### src/rtl/reset_sequencer.sv
// Staged reset-release controller: SDRAM, then CPU once SDRAM init is done,
// then peripherals. Also handles warm (soft) resets and SDRAM init timeouts.
module reset_sequencer #(
  parameter int STAGE_DELAY  = 16,
  parameter int INIT_TIMEOUT = 65535,
  parameter int SOFT_RST_LEN = 32
) (
  input  logic clk_a,
  input  logic resetn_a,
  input  logic sdram_init_done,
  input  logic soft_reset_req,
  output logic sdram_resetn,
  output logic cpu_resetn,
  output logic periph_resetn,
  output logic seq_done,
  output logic init_timeout_err
);

  localparam int MAX_AB  = (STAGE_DELAY > INIT_TIMEOUT) ? STAGE_DELAY : INIT_TIMEOUT;
  localparam int MAX_CNT = (MAX_AB > SOFT_RST_LEN) ? MAX_AB : SOFT_RST_LEN;
  localparam int CW      = $clog2(MAX_CNT + 1);

  // Terminal counts: every state leaves on the edge its counter reaches these.
  localparam logic [CW-1:0] STAGE_LAST = CW'(STAGE_DELAY - 1);
  localparam logic [CW-1:0] INIT_LAST  = CW'(INIT_TIMEOUT - 1);
  localparam logic [CW-1:0] SOFT_LAST  = CW'(SOFT_RST_LEN - 1);

  typedef enum logic [2:0] {
    HOLD,
    WAIT_INIT,
    CPU_DLY,
    PERIPH_DLY,
    RUN,
    SOFT
  } state_t;

  state_t        state_reg, state_next;
  logic [CW-1:0] cnt_reg, cnt_next;
  logic          sdram_resetn_reg, sdram_resetn_next;
  logic          cpu_resetn_reg, cpu_resetn_next;
  logic          periph_resetn_reg, periph_resetn_next;
  logic          timeout_err_reg, timeout_err_next;
  logic          soft_prev_reg;
  logic          soft_rise;

  assign soft_rise = soft_reset_req & ~soft_prev_reg;

  always_ff @(posedge clk_a or negedge resetn_a) begin
    if (!resetn_a) begin
      state_reg         <= HOLD;
      cnt_reg           <= '0;
      sdram_resetn_reg  <= 1'b0;
      cpu_resetn_reg    <= 1'b0;
      periph_resetn_reg <= 1'b0;
      timeout_err_reg   <= 1'b0;
      soft_prev_reg     <= 1'b1;  // a request held high through reset never looks like an edge
    end else begin
      state_reg         <= state_next;
      cnt_reg           <= cnt_next;
      sdram_resetn_reg  <= sdram_resetn_next;
      cpu_resetn_reg    <= cpu_resetn_next;
      periph_resetn_reg <= periph_resetn_next;
      timeout_err_reg   <= timeout_err_next;
      soft_prev_reg     <= soft_reset_req;
    end
  end

  always_comb begin
    state_next         = state_reg;
    cnt_next           = cnt_reg;
    sdram_resetn_next  = sdram_resetn_reg;
    cpu_resetn_next    = cpu_resetn_reg;
    periph_resetn_next = periph_resetn_reg;
    timeout_err_next   = timeout_err_reg;

    case (state_reg)
      HOLD: begin
        if (cnt_reg == STAGE_LAST) begin
          sdram_resetn_next = 1'b1;
          cnt_next          = '0;
          state_next        = WAIT_INIT;
        end else begin
          cnt_next = cnt_reg + CW'(1);
        end
      end
      WAIT_INIT: begin
        // Init done takes priority over a coincident timeout.
        if (sdram_init_done) begin
          cnt_next   = '0;
          state_next = CPU_DLY;
        end else if (cnt_reg == INIT_LAST) begin
          timeout_err_next  = 1'b1;
          sdram_resetn_next = 1'b0;
          cnt_next          = '0;
          state_next        = HOLD;
        end else begin
          cnt_next = cnt_reg + CW'(1);
        end
      end
      CPU_DLY: begin
        if (cnt_reg == STAGE_LAST) begin
          cpu_resetn_next = 1'b1;
          cnt_next        = '0;
          state_next      = PERIPH_DLY;
        end else begin
          cnt_next = cnt_reg + CW'(1);
        end
      end
      PERIPH_DLY: begin
        if (cnt_reg == STAGE_LAST) begin
          periph_resetn_next = 1'b1;
          cnt_next           = '0;
          state_next         = RUN;
        end else begin
          cnt_next = cnt_reg + CW'(1);
        end
      end
      RUN: begin
        if (soft_rise) begin
          cpu_resetn_next    = 1'b0;
          periph_resetn_next = 1'b0;
          cnt_next           = '0;
          state_next         = SOFT;
        end
      end
      SOFT: begin
        // Warm reset rejoins the cold sequence after SDRAM bring-up.
        if (cnt_reg == SOFT_LAST) begin
          cnt_next   = '0;
          state_next = CPU_DLY;
        end else begin
          cnt_next = cnt_reg + CW'(1);
        end
      end
      default: begin
        cnt_next   = '0;
        state_next = HOLD;
      end
    endcase
  end

  assign sdram_resetn     = sdram_resetn_reg;
  assign cpu_resetn       = cpu_resetn_reg;
  assign periph_resetn    = periph_resetn_reg;
  assign seq_done         = periph_resetn_reg;
  assign init_timeout_err = timeout_err_reg;

endmodule

### config.mk
export PLATFORM = sky130hd
export DESIGN_NAME = reset_sequencer
export DESIGN_NICKNAME = d
export VERILOG_FILES = /design/src/rtl/reset_sequencer.sv
export SDC_FILE = /design/constraint.sdc
export NUM_CORES = 1
export LEC_CHECK = 0
export BUFFER_PORTS_ARGS = -buffer_cell sky130_fd_sc_hd__buf_2
export CAP_MARGIN = 20
export CORE_ASPECT_RATIO = 0.8
export CORE_MARGIN = 4
export CORE_UTILIZATION = 35
export CTS_BUF_LIST = sky130_fd_sc_hd__clkbuf_8
export DETAILED_ROUTE_END_ITERATION = 6
export RECOVER_POWER = 50
export SLEW_MARGIN = 20
export SYNTH_ARGS = -nofsm -noshare
export SYNTH_HDL_FRONTEND = slang
export SYNTH_SLANG_ARGS = --single-unit
### constraint.sdc
create_clock -name clk_a -period 5.57 [get_ports clk_a]
set_clock_uncertainty 0.2 [all_clocks]
set_input_delay 0.2785 -clock clk_a [delete_from_list [all_inputs] [get_ports clk_a]]
set_output_delay 0.2785 -clock clk_a [all_outputs]
set_load 0.1 [all_outputs]
==> results.py <==
metrics = {
    "outcome": {
        "run_status": "complete, no violations",
    },
    "global_routing": {
        "grt_pass1_vias": 1012,
        "grt_max_degree": 25,
        "antenna_violations_before_repair": 0,
        "grt_pass1_wl_mm": 4.719,
        "grt_overflow_total": 0,
        "grtUsageTotal": 0.1212,
    },
    "synth": {
        "syn_inst": 138,
        "synthTopCellsByCount": "sky130_fd_sc_hd__dfrtp_1, sky130_fd_sc_hd__nor2_1, sky130_fd_sc_hd__nand2_1",
        "synthDistinctLibCells": 41,
        "ys_top_cells_by_area": "sky130_fd_sc_hd__dfrtp_1, sky130_fd_sc_hd__nor2_1, sky130_fd_sc_hd__nand2_1",
        "post-synth-top-area-fraction": 0.4385,
        "postSynth.asyncResetShare": 1.000,
        "postSynthNetCount": 144,
        "synthesis.area_per_instance_sq_um": 9.511,
        "synth_enable_flop_cells": 0,
        "mappedNetlistArea_sq_um": 1313,
        "ys_seq_elements": 24,
        "ys_warn_count": 0,
        "synth_area_leader_cell": "sky130_fd_sc_hd__dfrtp_1",
        "synth_sequential_area_ratio": 0.4585,
        "yosys.cell_count.top_type": "sky130_fd_sc_hd__dfrtp_1",
        "ys_dominant_reg_cell": "sky130_fd_sc_hd__dfrtp_1",
    },
    "routing": {
        "route.met3.wl_um": 141,
        "totalWireLength_mm": 2.605,
        "dr_total_vias": 1035,
        "postRouteAntennaNets": 0,
        "drt_first_pass_iters": 4,
        "initialDrtViolationCount": 77,
        "routed_wire_length_per_instance_um": 13.86,
        "via_per_inst": 5.505,
        "drc_errors": 0,
        "met2WireLength_mm": 1.155,
        "detail_route.wirelength.met1_mm": 1.279,
        "routed.top_layer": "met4",
    },
    "place": {
        "port_buffers": 8,
        "gpl.final_weighted_congestion": 0.8005,
        "detailed_place_hpwl_mm": 1.919,
        "placed_cells_incl_taps": 182,
    },
    "finish": {
        "fillCellCount": 356,
        "multi_input_gate_area_in_the_final_layout_sq_um": 675.6,
        "largest_register_ffs": 16,
        "sequential_cell_area_sq_um": 601.8,
        "insertedDiodeCount": 0,
        "layout.cells.non_filler": 188,
        "layout-area-overhead-vs-synth_pct": 10.11,
        "final_layout_size_suffix_gt1_frac": 0.1233,
        "nNetsFinal": 153,
    },
    "power_and_ir_drop": {
        "p_comb_frac": 0.283,
        "switching_share": 0.3606,
        "p_per_area_nw_per_um2": 348.9,
        "leakage_uw": 0.0006011,
        "internal_power_uw": 322.4,
        "power_switching_uw": 181.8,
        "power.clock.fraction": 0.233,
        "seq_power_share": 0.485,
        "vdd_drop_max_mv": 0.2236,
    },
    "floorplan": {
        "placementRows": 19,
        "die_w_um": 76.47,
        "die_area_sq_um": 4800,
        "boundaryPins": 9,
        "placeableCoreArea_sq_um": 3518,
        "die-height_um": 62.77,
        "floorplan.initialDensity": 0.3730,
    },
    "min_path": {
        "worst_hold_path_type": "primary input to flop",
    },
    "clock_network": {
        "worstSkewPairLatency_ps": 270,
        "cts-resized-gates": 0,
        "clk_path_buf_depth": 2,
        "clkSinkCount": 24,
        "clockRootBuffer": "sky130_fd_sc_hd__clkbuf_8",
        "clkSlewWorstSetupHoldPaths_ps": 80,
        "cts_made_buffers": 3,
        "clock_tree.htree_level_count": 1,
        "cts.repair_timing.setup_buffer_count": 0,
        "tritoncts": "done",
    },
    "timing": {
        "final-hold-violation-count": 0,
        "finalSetupTns_ps": 0,
        "finalMaxSlewViolations": 0,
        "timing.slew.headroom": 0.1224,
        "rsz0062_at_grt": "no",
        "count_of_endpoints_failing_setup_in_the_final_report": 0,
        "min_period_ps": 2765,
        "fin_crit_sh": 0.4964,
        "achievable-frequency_mhz": 361.6,
        "tightestPinTransition_ps": 1316,
    },
    "critical_path": {
        "critPathMaxFanout": 14,
        "critPathCaptureType": "flop",
        "critical_path_arrival_ps": 2720,
        "worst_setup_path_category": "flop to flop",
        "worstSetupStartpointType": "flop",
        "critPathRequiredTime_ps": 5520,
    },
    "run": {
        "timing.max_cap.violations": 0,
    },
}
==> worst paths after layout <==
kind                                       start                to  slack, ps  cells past startpoint
worst max-delay path                  cnt_reg[6]      state_reg[0]       2800                      5
worst min-delay path             sdram_init_done      sdram_resetn        150                      3
worst max register to register        cnt_reg[6]      state_reg[0]       2800                      5
worst min register to register  init_timeout_err  init_timeout_err        260                      1
max in group asynchronous               resetn_a       cnt_reg[10]       3760                      2
min in group asynchronous               resetn_a        cnt_reg[1]        640                      2
==> metal layers <==
layer | global-route usage | up-vias
li1 | - | 505
met1 | 0.1635 | 495
met2 | 0.1875 | 31
met3 | 0.03314 | 4
met4 | 0.04072 | 0
met5 | 0 | -
==> kinds of logic after synthesis <==
logic type                 count (synthesis)  synth area share
and+or+nand+nor                           71            0.3051
DFF                                       24            0.4585
AOI/OAI and AO/OA                         21            0.1011
xor gates and xnor gates                  11           0.07340
buffers and inverters                      7           0.02668
muxes                                      2           0.01621
adders and majority gates                  2           0.01906
==> final cells by class <==
| cell class | instances | area share |
|---|---|---|
| clock buffer | 4 | 0.03810 |
| inverter | 1 | 0.002597 |
| multi-input combinational | 107 | 0.4675 |
| sequential | 24 | 0.4164 |
| tap | 42 | 0.03636 |
| timing repair buffer | 10 | 0.03896 |
==> worst max-delay path: stages (launching register included) <==
cell and delay, ps:
sky130_fd_sc_hd__dfrtp_1 450, sky130_fd_sc_hd__or4_4 560, sky130_fd_sc_hd__nor4_2 430, sky130_fd_sc_hd__o22ai_2 180
sky130_fd_sc_hd__nor3_4 460, sky130_fd_sc_hd__mux2_1 370
==> power groups by stage <==
stage / clock network [uW] / logic (uW) / registers (uW)
4_1_cts: 122 / 145 / 244
6_report: 117 / 143 / 244
3_3_place_gp: 0 / 140 / 246
2_1_floorplan: 0 / 136 / 225
5_1_grt: 131 / 165 / 252
3_5_place_dp: 0 / 144 / 247
==> metrics by stage <==
step	util	hold slack, ps	setup WS (ps)	cell area [sq um]	total power, uW
6_report	0.4107	146.2	2805	1445	504.2
5_1_grt	0.4107	163.6	2613	1445	547.7
4_1_cts	0.4118	138.1	2791	1449	510.5
3_5_place_dp	0.3905	93.07	2799	1374	390.9
3_3_place_gp	0.3905	81.53	2863	1374	386.3
2_1_floorplan	-	-217.1	3229	1313	361.1
==> layout by cell type, fill, tap and decap left out, types with 5 or more instances in the layout <==
cell and count:
sky130_fd_sc_hd__nor3_1 6, sky130_fd_sc_hd__dfrtp_1 23, sky130_fd_sc_hd__a21oi_1 7, sky130_fd_sc_hd__nand2_1 15
sky130_fd_sc_hd__xor2_1 5, sky130_fd_sc_hd__xnor2_1 6, sky130_fd_sc_hd__buf_2 5, sky130_fd_sc_hd__nor2_1 19
sky130_fd_sc_hd__o21ai_0 6, sky130_fd_sc_hd__nand3_1 5
==> repair_timing <==
item,4_1_cts,5_1_grt
endpoints found under the setup margin,0,0
endpoints found under the hold margin,24,0
hold buffers,2,0
Power figures use the tool's default switching activity.
